<file path="config.mk">
export PLATFORM = sky130hd
export DESIGN_NAME = leaf_max_arbiter_flat
export DESIGN_NICKNAME = d
export VERILOG_FILES = /design/src/rtl/leaf_max_arbiter_if.sv /design/src/rtl/leaf_max_arbiter.sv /design/src/flat_wrapper.sv
export SDC_FILE = /design/constraint.sdc
export NUM_CORES = 1
export LEC_CHECK = 0
export ABC_AREA = 1
export ABC_CLOCK_PERIOD_IN_PS = 3350
export CORE_ASPECT_RATIO = 1.5
export CORE_MARGIN = 2
export CORE_UTILIZATION = 39
export DETAILED_ROUTE_END_ITERATION = 12
export PLACE_DENSITY_LB_ADDON = 0.25
export SYNTH_ARGS = -nofsm -noshare
export SYNTH_HDL_FRONTEND = slang
export SYNTH_SLANG_ARGS = --single-unit
</file>
<file path="constraint.sdc">
create_clock -name clk -period 3.35 [get_ports clk]
set_input_delay 0.5025 -clock clk [delete_from_list [all_inputs] [get_ports clk]]
set_output_delay 0.5025 -clock clk [all_outputs]
set_load 0.01 [all_outputs]
</file>
<file path="src/rtl/leaf_max_arbiter_if.sv">
// Purpose: bundles the trav write ports, leaf read port and leaf_max BRAM ports of leaf_max_arbiter.
// Latency: none (wiring only).
// Backpressure: trav*_stall flows master-ward; the read port is never stalled.
// Optional macro LEAF_MAX_ARB_STATS_EN adds the stall_cnt0/stall_cnt1/fwd_cnt statistics outputs.
// slave modport = arbiter side, master modport = requesters plus BRAM side.
interface leaf_max_arbiter_if #(
    parameter int ADDR_W = 9,
    parameter int DATA_W = 32
);
    // trav0 / trav1 write requests
    logic              trav0_valid;
    logic [ADDR_W-1:0] trav0_rayID;
    logic [DATA_W-1:0] trav0_t_max;
    logic              trav0_stall;
    logic              trav1_valid;
    logic [ADDR_W-1:0] trav1_rayID;
    logic [DATA_W-1:0] trav1_t_max;
    logic              trav1_stall;
    // leaf read request and result
    logic              rd_valid;
    logic [ADDR_W-1:0] rd_rayID;
    logic              rd_out_valid;
    logic [ADDR_W-1:0] rd_out_rayID;
    logic [DATA_W-1:0] rd_out_t_max;
    // leaf_max BRAM ports
    logic [ADDR_W-1:0] addr_a;
    logic [DATA_W-1:0] wrdata_a;
    logic              wren_a;
    logic [ADDR_W-1:0] addr_b;
    logic [DATA_W-1:0] wrdata_b;
    logic              wren_b;
    logic [DATA_W-1:0] q_a;
`ifdef LEAF_MAX_ARB_STATS_EN
    logic [15:0]       stall_cnt0;
    logic [15:0]       stall_cnt1;
    logic [15:0]       fwd_cnt;
`endif

    modport slave (
        input  trav0_valid, trav0_rayID, trav0_t_max,
        output trav0_stall,
        input  trav1_valid, trav1_rayID, trav1_t_max,
        output trav1_stall,
        input  rd_valid, rd_rayID,
        output rd_out_valid, rd_out_rayID, rd_out_t_max,
        output addr_a, wrdata_a, wren_a,
        output addr_b, wrdata_b, wren_b,
        input  q_a
`ifdef LEAF_MAX_ARB_STATS_EN
        ,
        output stall_cnt0, stall_cnt1, fwd_cnt
`endif
    );

    modport master (
        output trav0_valid, trav0_rayID, trav0_t_max,
        input  trav0_stall,
        output trav1_valid, trav1_rayID, trav1_t_max,
        input  trav1_stall,
        output rd_valid, rd_rayID,
        input  rd_out_valid, rd_out_rayID, rd_out_t_max,
        input  addr_a, wrdata_a, wren_a,
        input  addr_b, wrdata_b, wren_b,
        output q_a
`ifdef LEAF_MAX_ARB_STATS_EN
        ,
        input  stall_cnt0, stall_cnt1, fwd_cnt
`endif
    );
endinterface

</file>
<file path="src/rtl/leaf_max_arbiter.sv">
// Purpose: shares both ports of the 512x32 leaf_max BRAM between leaf reads and two trav write streams.
// Latency: reads return exactly 2 cycles after request; writes are issued in the grant cycle.
// Backpressure: reads never stall; a contending trav write stalls at most 1 cycle (round robin).
// Ports: clk, rst (async active-high); arb (leaf_max_arbiter_if.slave) carries the trav0/trav1
//   write requests and stalls, the leaf read request/result and BRAM ports A/B.
// Optional macro LEAF_MAX_ARB_STATS_EN adds saturating stall_cnt0/stall_cnt1/fwd_cnt counters.
module leaf_max_arbiter #(
    parameter int ADDR_W = 9,
    parameter int DATA_W = 32
) (
    input  logic                 clk,
    input  logic                 rst,
    leaf_max_arbiter_if.slave    arb
);
    logic              rr;          // preferred requester on contention (0 = trav0)
    logic              rr_next;
    logic              both;
    logic              same_ray;
    logic              contended;
    logic              win1;        // trav1 is the port-B winner this cycle
    logic              fwd_hit;
    logic [ADDR_W-1:0] addr_a;
    logic [DATA_W-1:0] wrdata_a;
    logic              wren_a;
    logic [ADDR_W-1:0] addr_b;
    logic [DATA_W-1:0] wrdata_b;
    logic              wren_b;
    logic              stall0;
    logic              stall1;

    // read pipeline: s1 = cycle in which q_a is valid, out = registered result
    logic              s1_vld;
    logic [ADDR_W-1:0] s1_ray;
    logic              s1_fwd;
    logic [DATA_W-1:0] s1_fwd_dat;
    logic              out_vld;
    logic [ADDR_W-1:0] out_ray;
    logic [DATA_W-1:0] out_t_max;

    always_comb begin
        addr_a    = '0;
        wrdata_a  = '0;
        wren_a    = 1'b0;
        addr_b    = '0;
        wrdata_b  = '0;
        wren_b    = 1'b0;
        both      = arb.trav0_valid & arb.trav1_valid;
        same_ray  = both && (arb.trav0_rayID == arb.trav1_rayID);
        // with a read, port B is the only write port, so any double request contends;
        // without one, only an address clash does (two ports writing one word is undefined)
        contended = arb.rd_valid ? both : same_ray;
        win1      = both ? rr : arb.trav1_valid;

        if (arb.rd_valid || same_ray) begin
            addr_a = arb.rd_valid ? arb.rd_rayID : '0;
            if (arb.trav0_valid || arb.trav1_valid) begin
                wren_b   = 1'b1;
                addr_b   = win1 ? arb.trav1_rayID : arb.trav0_rayID;
                wrdata_b = win1 ? arb.trav1_t_max : arb.trav0_t_max;
            end
        end else begin
            if (arb.trav0_valid) begin
                wren_a   = 1'b1;
                addr_a   = arb.trav0_rayID;
                wrdata_a = arb.trav0_t_max;
            end
            if (arb.trav1_valid) begin
                wren_b   = 1'b1;
                addr_b   = arb.trav1_rayID;
                wrdata_b = arb.trav1_t_max;
            end
        end

        stall0  = contended & win1;
        stall1  = contended & ~win1;
        // pointer moves to the loser so it wins next time
        rr_next = contended ? ~win1 : rr;
        // BRAM returns old data on a same-address port-B write, so capture the new value
        fwd_hit = arb.rd_valid & wren_b & (addr_b == arb.rd_rayID);
    end

    always_ff @(posedge clk or posedge rst) begin
        if (rst) begin
            rr         <= 1'b0;
            s1_vld     <= 1'b0;
            s1_ray     <= '0;
            s1_fwd     <= 1'b0;
            s1_fwd_dat <= '0;
            out_vld    <= 1'b0;
            out_ray    <= '0;
            out_t_max  <= '0;
        end else begin
            rr         <= rr_next;
            s1_vld     <= arb.rd_valid;
            s1_ray     <= arb.rd_rayID;
            s1_fwd     <= fwd_hit;
            s1_fwd_dat <= wrdata_b;
            out_vld    <= s1_vld;
            out_ray    <= s1_vld ? s1_ray : '0;
            if (!s1_vld)
                out_t_max <= '0;
            else if (s1_fwd)
                out_t_max <= s1_fwd_dat;
            else
                out_t_max <= arb.q_a;
        end
    end

    assign arb.addr_a       = addr_a;
    assign arb.wrdata_a     = wrdata_a;
    assign arb.wren_a       = wren_a;
    assign arb.addr_b       = addr_b;
    assign arb.wrdata_b     = wrdata_b;
    assign arb.wren_b       = wren_b;
    assign arb.trav0_stall  = stall0;
    assign arb.trav1_stall  = stall1;
    assign arb.rd_out_valid = out_vld;
    assign arb.rd_out_rayID = out_ray;
    assign arb.rd_out_t_max = out_t_max;

`ifdef LEAF_MAX_ARB_STATS_EN
    logic [15:0] stall_cnt0;
    logic [15:0] stall_cnt1;
    logic [15:0] fwd_cnt;

    always_ff @(posedge clk or posedge rst) begin
        if (rst) begin
            stall_cnt0 <= '0;
            stall_cnt1 <= '0;
            fwd_cnt    <= '0;
        end else begin
            if (arb.trav0_valid && stall0 && stall_cnt0 != 16'hFFFF)
                stall_cnt0 <= stall_cnt0 + 16'd1;
            if (arb.trav1_valid && stall1 && stall_cnt1 != 16'hFFFF)
                stall_cnt1 <= stall_cnt1 + 16'd1;
            if (fwd_hit && fwd_cnt != 16'hFFFF)
                fwd_cnt <= fwd_cnt + 16'd1;
        end
    end

    assign arb.stall_cnt0 = stall_cnt0;
    assign arb.stall_cnt1 = stall_cnt1;
    assign arb.fwd_cnt    = fwd_cnt;
`endif
endmodule

</file>
<file path="src/flat_wrapper.sv">
// flat-port wrapper written by rule: the top's interface ports become plain ports
module leaf_max_arbiter_flat 
#(
    parameter int ADDR_W = 9,
    parameter int DATA_W = 32
)
  (clk, rst, arb_trav0_valid, arb_trav0_rayID, arb_trav0_t_max, arb_trav0_stall, arb_trav1_valid, arb_trav1_rayID, arb_trav1_t_max, arb_trav1_stall, arb_rd_valid, arb_rd_rayID, arb_rd_out_valid, arb_rd_out_rayID, arb_rd_out_t_max, arb_addr_a, arb_wrdata_a, arb_wren_a, arb_addr_b, arb_wrdata_b, arb_wren_b, arb_q_a);
  leaf_max_arbiter_if #(.ADDR_W(ADDR_W), .DATA_W(DATA_W)) arb_i ();
  input  logic clk;
  input  logic rst;
  input wire logic [$bits(arb_i.trav0_valid)-1:0] arb_trav0_valid;
  input wire logic [$bits(arb_i.trav0_rayID)-1:0] arb_trav0_rayID;
  input wire logic [$bits(arb_i.trav0_t_max)-1:0] arb_trav0_t_max;
  output wire logic [$bits(arb_i.trav0_stall)-1:0] arb_trav0_stall;
  input wire logic [$bits(arb_i.trav1_valid)-1:0] arb_trav1_valid;
  input wire logic [$bits(arb_i.trav1_rayID)-1:0] arb_trav1_rayID;
  input wire logic [$bits(arb_i.trav1_t_max)-1:0] arb_trav1_t_max;
  output wire logic [$bits(arb_i.trav1_stall)-1:0] arb_trav1_stall;
  input wire logic [$bits(arb_i.rd_valid)-1:0] arb_rd_valid;
  input wire logic [$bits(arb_i.rd_rayID)-1:0] arb_rd_rayID;
  output wire logic [$bits(arb_i.rd_out_valid)-1:0] arb_rd_out_valid;
  output wire logic [$bits(arb_i.rd_out_rayID)-1:0] arb_rd_out_rayID;
  output wire logic [$bits(arb_i.rd_out_t_max)-1:0] arb_rd_out_t_max;
  output wire logic [$bits(arb_i.addr_a)-1:0] arb_addr_a;
  output wire logic [$bits(arb_i.wrdata_a)-1:0] arb_wrdata_a;
  output wire logic [$bits(arb_i.wren_a)-1:0] arb_wren_a;
  output wire logic [$bits(arb_i.addr_b)-1:0] arb_addr_b;
  output wire logic [$bits(arb_i.wrdata_b)-1:0] arb_wrdata_b;
  output wire logic [$bits(arb_i.wren_b)-1:0] arb_wren_b;
  input wire logic [$bits(arb_i.q_a)-1:0] arb_q_a;
  assign arb_i.trav0_valid = arb_trav0_valid;
  assign arb_i.trav0_rayID = arb_trav0_rayID;
  assign arb_i.trav0_t_max = arb_trav0_t_max;
  assign arb_trav0_stall = arb_i.trav0_stall;
  assign arb_i.trav1_valid = arb_trav1_valid;
  assign arb_i.trav1_rayID = arb_trav1_rayID;
  assign arb_i.trav1_t_max = arb_trav1_t_max;
  assign arb_trav1_stall = arb_i.trav1_stall;
  assign arb_i.rd_valid = arb_rd_valid;
  assign arb_i.rd_rayID = arb_rd_rayID;
  assign arb_rd_out_valid = arb_i.rd_out_valid;
  assign arb_rd_out_rayID = arb_i.rd_out_rayID;
  assign arb_rd_out_t_max = arb_i.rd_out_t_max;
  assign arb_addr_a = arb_i.addr_a;
  assign arb_wrdata_a = arb_i.wrdata_a;
  assign arb_wren_a = arb_i.wren_a;
  assign arb_addr_b = arb_i.addr_b;
  assign arb_wrdata_b = arb_i.wrdata_b;
  assign arb_wren_b = arb_i.wren_b;
  assign arb_i.q_a = arb_q_a;
  leaf_max_arbiter #(.ADDR_W(ADDR_W), .DATA_W(DATA_W)) u_core (.clk(clk), .rst(rst), .arb(arb_i));
endmodule
</file>
==> results of run 1 <==
==> cell families after synthesis <==
group | Yosys count | share of synthesized area [%]
buffers and inverters | 121 | 10.5
xor gates and xnor gates | 2 | 0.376
and+or+nand+nor | 329 | 29.3
AOI/OAI and AO/OA | 120 | 13.6
DFF | 86 | 46.2
==> final cells by class <==
class / instances / area [sq um]
Timing Repair Buffer: 276 / 2880
Clock buffer: 9 / 225
Multi-Input combinational cell: 451 / 2010
Sequential cell: 86 / 2150
Clock inverter: 7 / 103
Tap cell: 150 / 188
Fill cell: 971 / 3730
Inverter: 80 / 302
==> flip-flops by register name (all words and copies together), names as in the netlist <==
name                     flops
u_core.arb.rd_out_rayID      9
u_core.arb.rd_out_t_max     32
u_core.arb.rd_out_valid      1
u_core.rr                    1
u_core.s1_fwd                1
u_core.s1_fwd_dat           32
u_core.s1_ray                9
u_core.s1_vld                1
==> power groups by stage <==
stage	clock, W	combinational [W]	sequential (W)
floorplan	0	0.000309	0.00116
CTS	0.00112	0.000779	0.00114
detailed placement	0	0.000774	0.00115
global placement	0	0.000766	0.00115
global route	0.00117	0.000835	0.00114
finish	0.00110	0.000768	0.00114
==> cell usage after synthesis (all sizes together) <==
master	count
nand2	146
nor2	117
o21ai	107
dfrtp	86
inv	78
nand3	59
clkbuf	22
buf	19
o22ai	7
nand3b	4
a211oi	2
a21oi	2
a31oi	2
clkinv	2
nand4	2
xnor2	2
nor3	1
==> worst paths after layout <==
check	startpoint	to	slack (ns)
worst min register to register	u_core.s1_ray[7]	u_core.arb.rd_out_rayID[7]	0.43
min in group asynchronous	rst	u_core.arb.rd_out_t_max[28]	0.53
worst min-delay path	u_core.s1_ray[7]	u_core.arb.rd_out_rayID[7]	0.43
max in group asynchronous	rst	u_core.s1_fwd_dat[20]	2.14
worst max register to register	u_core.rr	u_core.s1_fwd	1.53
worst max-delay path	arb_trav0_valid	arb_addr_b[1]	0.13
==> stage by stage <==
step / worst slack (ns) / instance area [sq um] / hold slack [ns] / instances
after CTS: 0.0340 / 7780 / 0.437 / 1059
after global placement: 0.00997 / 7450 / 0.416 / 1043
after floorplan: 0.626 / 4650 / 0.413 / 658
after global routing: 0.00751 / 7860 / 0.463 / 1059
after detailed placement: 0.0387 / 7450 / 0.421 / 1043
final: 0.130 / 7860 / 0.433 / 1059
==> worst reg2reg max path, stage by stage, from the launching register on <==
cell	delay, ns
dfrtp_1	0.42
o21ai_4	0.24
buf_12	0.24
o21ai_0	0.14
o21ai_0	0.08
inv_1	0.05
nand2_1	0.08
nand2_1	0.08
nand2_1	0.07
nand2_1	0.05
nor2_1	0.13
nand2_1	0.07
nor2_1	0.10
==> metal layers <==
metal / part of all wire, % / global-route usage [%]
met1: 38 / 30.2
met3: 6.1 / 4.54
met2: 52 / 45.3
met4: 3.9 / 13.5
met5: 0.076 / 0
==> results.cfg, run 1 <==
[global_routing]
grt_first_pass_wirelength_um = 25500
grt_max_degree = 53
grt_usage_pct = 25.9
grt_overflow = 0
grt_pass1_vias = 5107
grt_antenna_before_repair = 1

[floorplanning]
die_area_sq_um = 12800
rows = 48
core_sq_um = 11600
die-height_um = 138
initial_core_util_pct = 40.2
pin_count = 256
die_w_um = 93.2

[synth]
synth_top_area_cell = dfrtp_1
synth.distinct_cells = 29
synth_area_leaders = dfrtp_1 46%, nand2_1 12%, o21ai_0 11%
ys_seq_area_share_pct = 46.2
synth_area_sq_um = 4650
synth_nets = 786
ys_ff_latch = 86
yosys_warnings = 0
syn_inst = 658
synth_top_area_share_pct = 46.2
avgSynthCellArea_sq_um = 7.07

[cells_and_area]
antenna_cells = 0
final_layout_size_suffix_gt1_share_pct = 5.28
nNetsFinal = 1032
final_core_util_pct = 67.8
area.growth.synth_to_final_pct = 68.9
final_cell_mix = 225 x clkdlybuf4s50_1, 144 x nand2_1, 114 x nor2_1
final_common_cell = clkdlybuf4s50_1

[sta]
max_clock_freq_mhz = 311
finalCritPeriodShare_pct = 96.1
relSlewSlack_pct = 15.3
rsz0062_at_grt = no
fin_tns_setup_ns = 0
skew_ns = 0.0142
worst_slew_pin_slew_ns = 1.27
slew_viol_final = 0
hold_viol_final = 0
setup_viol = 0
finalCriticalPeriod_ns = 3.22

[placed_design]
io_buffer_count = 255
gp_congestion = 1.00
dpl.hpwl_um = 13000

[cts]
cts_tree = done
clock_path_buffers = 2
hold_buffers = 0
clock-root-buffer = clkbuf_16
cts_setup_buffers = 0
htree_num_levels = 3
clk_pin_slew_worst_paths_ns = 0.06
numCtsBuffers = 9
cts.sinks = 86
clock_latency_ns = 0.35
cts.repair.resized = 0

[route]
wl_per_cell_um = 16.1
drc = 0
viasPerCell = 5.07
initialDrtViolationCount = 222
vias = 5369
drt_wl_total_um = 17100
ant_nets = 0
dr.pass1.iters = 5

[critical_path]
worstPathRequired_ns = 2.85
max_stage_delay_ns = 0.54
worstPathCellList = clkdlybuf4s50_1, buf_4, inv_2, o21ai_4, buf_12, nor2_1, a211oi_1, nand2_1, nand2_1, clkdlybuf4s50_1
crit_fanout = 52
cp-start-kind = input port
slowest_stage = clkdlybuf4s50_1
critical_path_buf_inv_count = 5
worstSetupPathType = input port to output pin
cp_top_family = buffers and inverters
cp.arrival_ns = 2.72
worstSetupEndpointType = output pin
ff2ff_path_depth = 12
worst-path-stages = 10

[power_and_ir_drop]
peakVddDrop_uv = 236
combinationalPowerShare_pct = 25.6
netSwitchingFraction_pct = 27.7
power_per_cell_area_nw_per_um2 = 382
seq_power_share_pct = 37.8
clock_power_share_pct = 36.6
power.switching_w = 0.000831
p_leak_nw = 4.15
p_int_w = 0.00217
total_power_w = 0.00300

[flow_run]
maxCapViolCount = 0

[worst_hold_path]
hold_path_depth = 2
min_path_type = flip-flop to flip-flop

[run_status]
status = finished clean
Power figures use the tool's default switching activity.
==> run 2: changes to the inputs <==
--- a/config.mk
+++ b/config.mk
@@ -11,7 +11,8 @@
 export CORE_MARGIN = 2
 export CORE_UTILIZATION = 39
 export DETAILED_ROUTE_END_ITERATION = 12
-export PLACE_DENSITY_LB_ADDON = 0.25
+export PLACE_DENSITY = 0.81
+export SETUP_SLACK_MARGIN = 0.05
 export SYNTH_ARGS = -nofsm -noshare
 export SYNTH_HDL_FRONTEND = slang
 export SYNTH_SLANG_ARGS = --single-unit
==> results.cfg, run 2 (synthesized netlist as in run 1, its figures left out) <==
[route]
ant_nets = 0
wl_per_cell_um = 16.8
initialDrtViolationCount = 260
dr.pass1.iters = 5
drt_wl_total_um = 17800
vias = 5363
viasPerCell = 5.05
drc = 0

[global_routing]
grt_first_pass_wirelength_um = 27100
grt_usage_pct = 27.6
grt_overflow = 0
grt_max_degree = 47
grt_antenna_before_repair = 0
grt_pass1_vias = 5097

[floorplanning]
initial_core_util_pct = 40.2
rows = 48
pin_count = 256
die_w_um = 93.2
core_sq_um = 11600
die_area_sq_um = 12800
die-height_um = 138

[cells_and_area]
nNetsFinal = 1035
nFillCells = 947
final_cell_mix = 227 x clkdlybuf4s50_1, 144 x nand2_1, 114 x nor2_1
area.growth.synth_to_final_pct = 68.7
final_area_sq_um = 7850
final_layout_size_suffix_gt1_share_pct = 5.81
final_common_cell = clkdlybuf4s50_1
antenna_cells = 0

[cts]
cts.sinks = 86
clock_path_buffers = 2
htree_num_levels = 3
clock-root-buffer = clkbuf_16
clk_pin_slew_worst_paths_ns = 0.07
cts_tree = done
cts_setup_buffers = 0
numCtsBuffers = 9
clock_latency_ns = 0.34

[sta]
setup_viol = 0
relSlewSlack_pct = 29.5
worst_slew_pin_slew_ns = 1.06
fin_ws_ns = 0.174
fin_tns_setup_ns = 0
slew_viol_final = 0
hold_viol_final = 0
skew_ns = 0.00588
max_clock_freq_mhz = 315
finalCritPeriodShare_pct = 94.8
rsz0062_at_grt = no
finalCriticalPeriod_ns = 3.18

[critical_path]
worstPathRequired_ns = 2.85
worstSetupEndpointType = output pin
worstSetupStartpoint = arb_trav1_rayID[6]
worstReg2RegStart = u_core.s1_fwd
crit_fanout = 33
cp.arrival_ns = 2.67
cp-start-kind = input port
worstSetupPathType = input port to output pin

[placed_design]
placed_cell_area_sq_um = 7440
gp_congestion = 0.952
post-place-ws_ns = 0.0683
dpl.hpwl_um = 13500
io_buffer_count = 255

[power_and_ir_drop]
total_power_w = 0.00294
power_per_cell_area_nw_per_um2 = 375
p_leak_nw = 4.12
peakVddDrop_uv = 320

[worst_hold_path]
min_from = u_core.s1_ray[6]
min_path_type = flip-flop to flip-flop

[run_status]
status = finished clean

[flow_run]
maxCapViolCount = 0
## run 2: changes by cell type in the layout (fill, tap and decap cells not counted), sizes merged
cell	change
dlymetal6s2s	-3
clkdlybuf4s50	+2
clkinvlp	+1
clkbuf	+1
inv	-2
clkinv	+2
buf	+3
bufinv	-1
## run 2: where the power goes
part	switching, W	internal (W)	total [W]	leakage (nW)
clock network	0.000435	0.000590	0.00102	0.149
registers	0.0000275	0.00111	0.00113	1.09
logic	0.000380	0.000406	0.000786	2.88
## run 2: final timing paths
check	endpoint	slack [ns]	cells past startpoint
max reg2reg	u_core.arb.rd_out_t_max[16]	1.05	3
min in group asynchronous	u_core.s1_fwd_dat[27]	0.64	3
min reg2reg	u_core.arb.rd_out_rayID[6]	0.44	2
max in group asynchronous	u_core.s1_fwd_dat[20]	2.24	3
max	arb_wrdata_b[0]	0.17	11
min	u_core.arb.rd_out_rayID[6]	0.44	2
## run 2: final cells by class
| type | count | area, sq um | share of cell area (%) |
|---|---|---|---|
| flip-flops and latches | 86 | 2150 | 27.4 |
| well taps | 150 | 188 | 2.39 |
| repair buffers | 279 | 2880 | 36.7 |
| clock inverters | 7 | 82.6 | 1.05 |
| clock buffers | 9 | 225 | 2.87 |
| multi-input cells | 451 | 2020 | 25.8 |
| inverters | 80 | 302 | 3.84 |
## run 2: per-stage QoR
step           hold WS, ns  instances  utilization [%]
2_1_floorplan        0.413        658                -
3_3_place_gp         0.413       1045             64.2
3_5_place_dp         0.419       1045             64.2
4_1_cts              0.435       1061             66.8
5_1_grt              0.445       1062             67.7
6_report             0.436       1062             67.7
## run 2: routing by layer
metal  wire (um)  GRT usage [%]  part of all wire [%]
met1        6510           31.5                    36
met2        9140           48.4                    51
met3        1260           6.24                   7.0
met4         941           13.6                   5.3
met5           0              0                     0
## run 2: what timing repair did
item | 4_1_cts | 5_1_grt
resized for setup | 0 | 35
hold buffers | 0 | 0
endpoints found under the setup margin | 0 | 46
## run 2: critical path, stage by stage
cell	delay [ns]
clkdlybuf4s50_1	0.54
inv_1	0.06
nand2_1	0.05
nand2_1	0.06
nand2_1	0.09
nor2_2	0.06
nand3_4	0.10
nand3_1	0.14
buf_12	0.20
o21ai_0	0.24
clkdlybuf4s50_1	0.60
==> run 3: changes to the inputs <==
--- a/config.mk
+++ b/config.mk
@@ -11,7 +11,8 @@
 export CORE_MARGIN = 2
 export CORE_UTILIZATION = 39
 export DETAILED_ROUTE_END_ITERATION = 12
-export PLACE_DENSITY = 0.81
+export HOLD_SLACK_MARGIN = 0.02
+export PLACE_DENSITY = 0.85
 export SETUP_SLACK_MARGIN = 0.05
 export SYNTH_ARGS = -nofsm -noshare
 export SYNTH_HDL_FRONTEND = slang
==> results.cfg, run 3 (synthesized netlist as in run 1, its figures left out) <==
[sta]
finalCriticalPeriod_ns = 3.23
hold_viol_final = 0
fin_tns_setup_ns = 0
whs_ns = 0.439
setup_viol = 0
max_clock_freq_mhz = 310
skew_ns = 0.00463
relSlewSlack_pct = 29.4
slew_viol_final = 0
fin_ws_ns = 0.121
finalCritPeriodShare_pct = 96.4
rsz0062_at_grt = no
worst_slew_pin_slew_ns = 1.06

[worst_hold_path]
min_path_type = flip-flop to flip-flop
min_from = u_core.s1_ray[1]

[floorplanning]
die_w_um = 93.2
rows = 48
pin_count = 256
core_sq_um = 11600
die-height_um = 138
initial_core_util_pct = 40.2
die_area_sq_um = 12800

[cells_and_area]
nFillCells = 960
final_layout_size_suffix_gt1_share_pct = 5.17
area.growth.synth_to_final_pct = 67.4
final_common_cell = clkdlybuf4s50_1
antenna_cells = 0
final_area_sq_um = 7790
final_cell_mix = 233 x clkdlybuf4s50_1, 144 x nand2_1, 115 x nor2_1
nNetsFinal = 1032

[route]
wl_per_cell_um = 16.5
drt_wl_total_um = 17500
ant_nets = 0
vias = 5253
dr.pass1.iters = 5
initialDrtViolationCount = 292
viasPerCell = 4.96
drc = 0

[placed_design]
dpl.hpwl_um = 13000
post-place-ws_ns = 0.0861
placed_cell_area_sq_um = 7440
gp_congestion = 0.983
io_buffer_count = 255

[cts]
htree_num_levels = 3
hold_buffers = 0
clock-root-buffer = clkbuf_16
cts.sinks = 86
cts_tree = done
cts_setup_buffers = 0
clock_path_buffers = 2
clk_pin_slew_worst_paths_ns = 0.07
clock_latency_ns = 0.34
numCtsBuffers = 9

[critical_path]
cp.arrival_ns = 2.73
worstReg2RegStart = u_core.rr
worstSetupStartpoint = arb_trav1_rayID[3]
cp-start-kind = input port
worstSetupPathType = input port to output pin
crit_fanout = 7
worstPathRequired_ns = 2.85
worstSetupEndpointType = output pin

[global_routing]
grt_antenna_before_repair = 0
grt_max_degree = 50
grt_usage_pct = 26.0
grt_pass1_vias = 4890
grt_overflow = 0
grt_first_pass_wirelength_um = 25700

[run_status]
status = finished clean

[power_and_ir_drop]
total_power_w = 0.00289
power_per_cell_area_nw_per_um2 = 371
peakVddDrop_uv = 216
p_leak_nw = 4.02

[flow_run]
maxCapViolCount = 0
## run 3: cell types whose count changed in the layout (fill, tap and decap cells not counted), moves of 3 or more
cell / previous run / this run
clkdlybuf4s50_1: 227 / 233
dlymetal6s2s_1: 27 / 22
o21ai_0: 97 / 100
o21ai_1: 9 / 6
## run 3: what timing repair did
action | CTS | global route
resized for setup | 0 | 23
hold endpoints to repair | 0 | 0
endpoints found under the setup margin | 0 | 32
## run 3: worst max-delay path, stage by stage
cell	delay (ns)
clkdlybuf4s50_1	0.50
inv_1	0.07
nand2_1	0.06
nand2_1	0.05
nand2_1	0.10
nor2_1	0.08
nand3_4	0.10
nand2_4	0.08
nor2_1	0.18
inv_1	0.19
o22ai_1	0.21
clkdlybuf4s50_1	0.58
## run 3: routing by layer
metal,GRT usage (%),up-vias,share of wire [%]
met5,0,-,0
met2,44.8,231,51
li1,-,2568,-
met4,10.5,0,3.1
met1,32.2,2408,40
met3,4.60,46,6.1
## run 3: stage by stage
stage | utilization [%] | std cells
after floorplan | - | 658
after global placement | 64.2 | 1043
after detailed placement | 64.2 | 1043
after CTS | 66.7 | 1059
after global routing | 67.2 | 1059
final | 67.2 | 1059
## run 3: final timing paths
kind,cells past startpoint,slack [ns],to
max,12,0.12,arb_addr_a[8]
min,2,0.44,u_core.arb.rd_out_rayID[1]
max reg2reg,10,1.47,u_core.s1_fwd
min reg2reg,2,0.44,u_core.arb.rd_out_rayID[1]
max in group asynchronous,3,2.08,u_core.arb.rd_out_t_max[16]
min in group asynchronous,2,0.58,u_core.s1_fwd_dat[24]
## run 3: power breakdown
part	switching, W	internal, W	total [W]
clock network	0.000452	0.000522	0.000975
logic	0.000374	0.000402	0.000776
registers	0.0000299	0.00111	0.00114
total	0.000856	0.00203	0.00289
## run 3: layout make-up
cell class,count,area [sq um],area share (%)
Inverter,80,302,3.87
Multi-Input combinational cell,451,2020,25.9
Clock buffer,9,225,2.89
Clock inverter,7,66.3,0.851
Timing Repair Buffer,276,2840,36.5
Sequential cell,86,2150,27.6
Tap cell,150,188,2.41
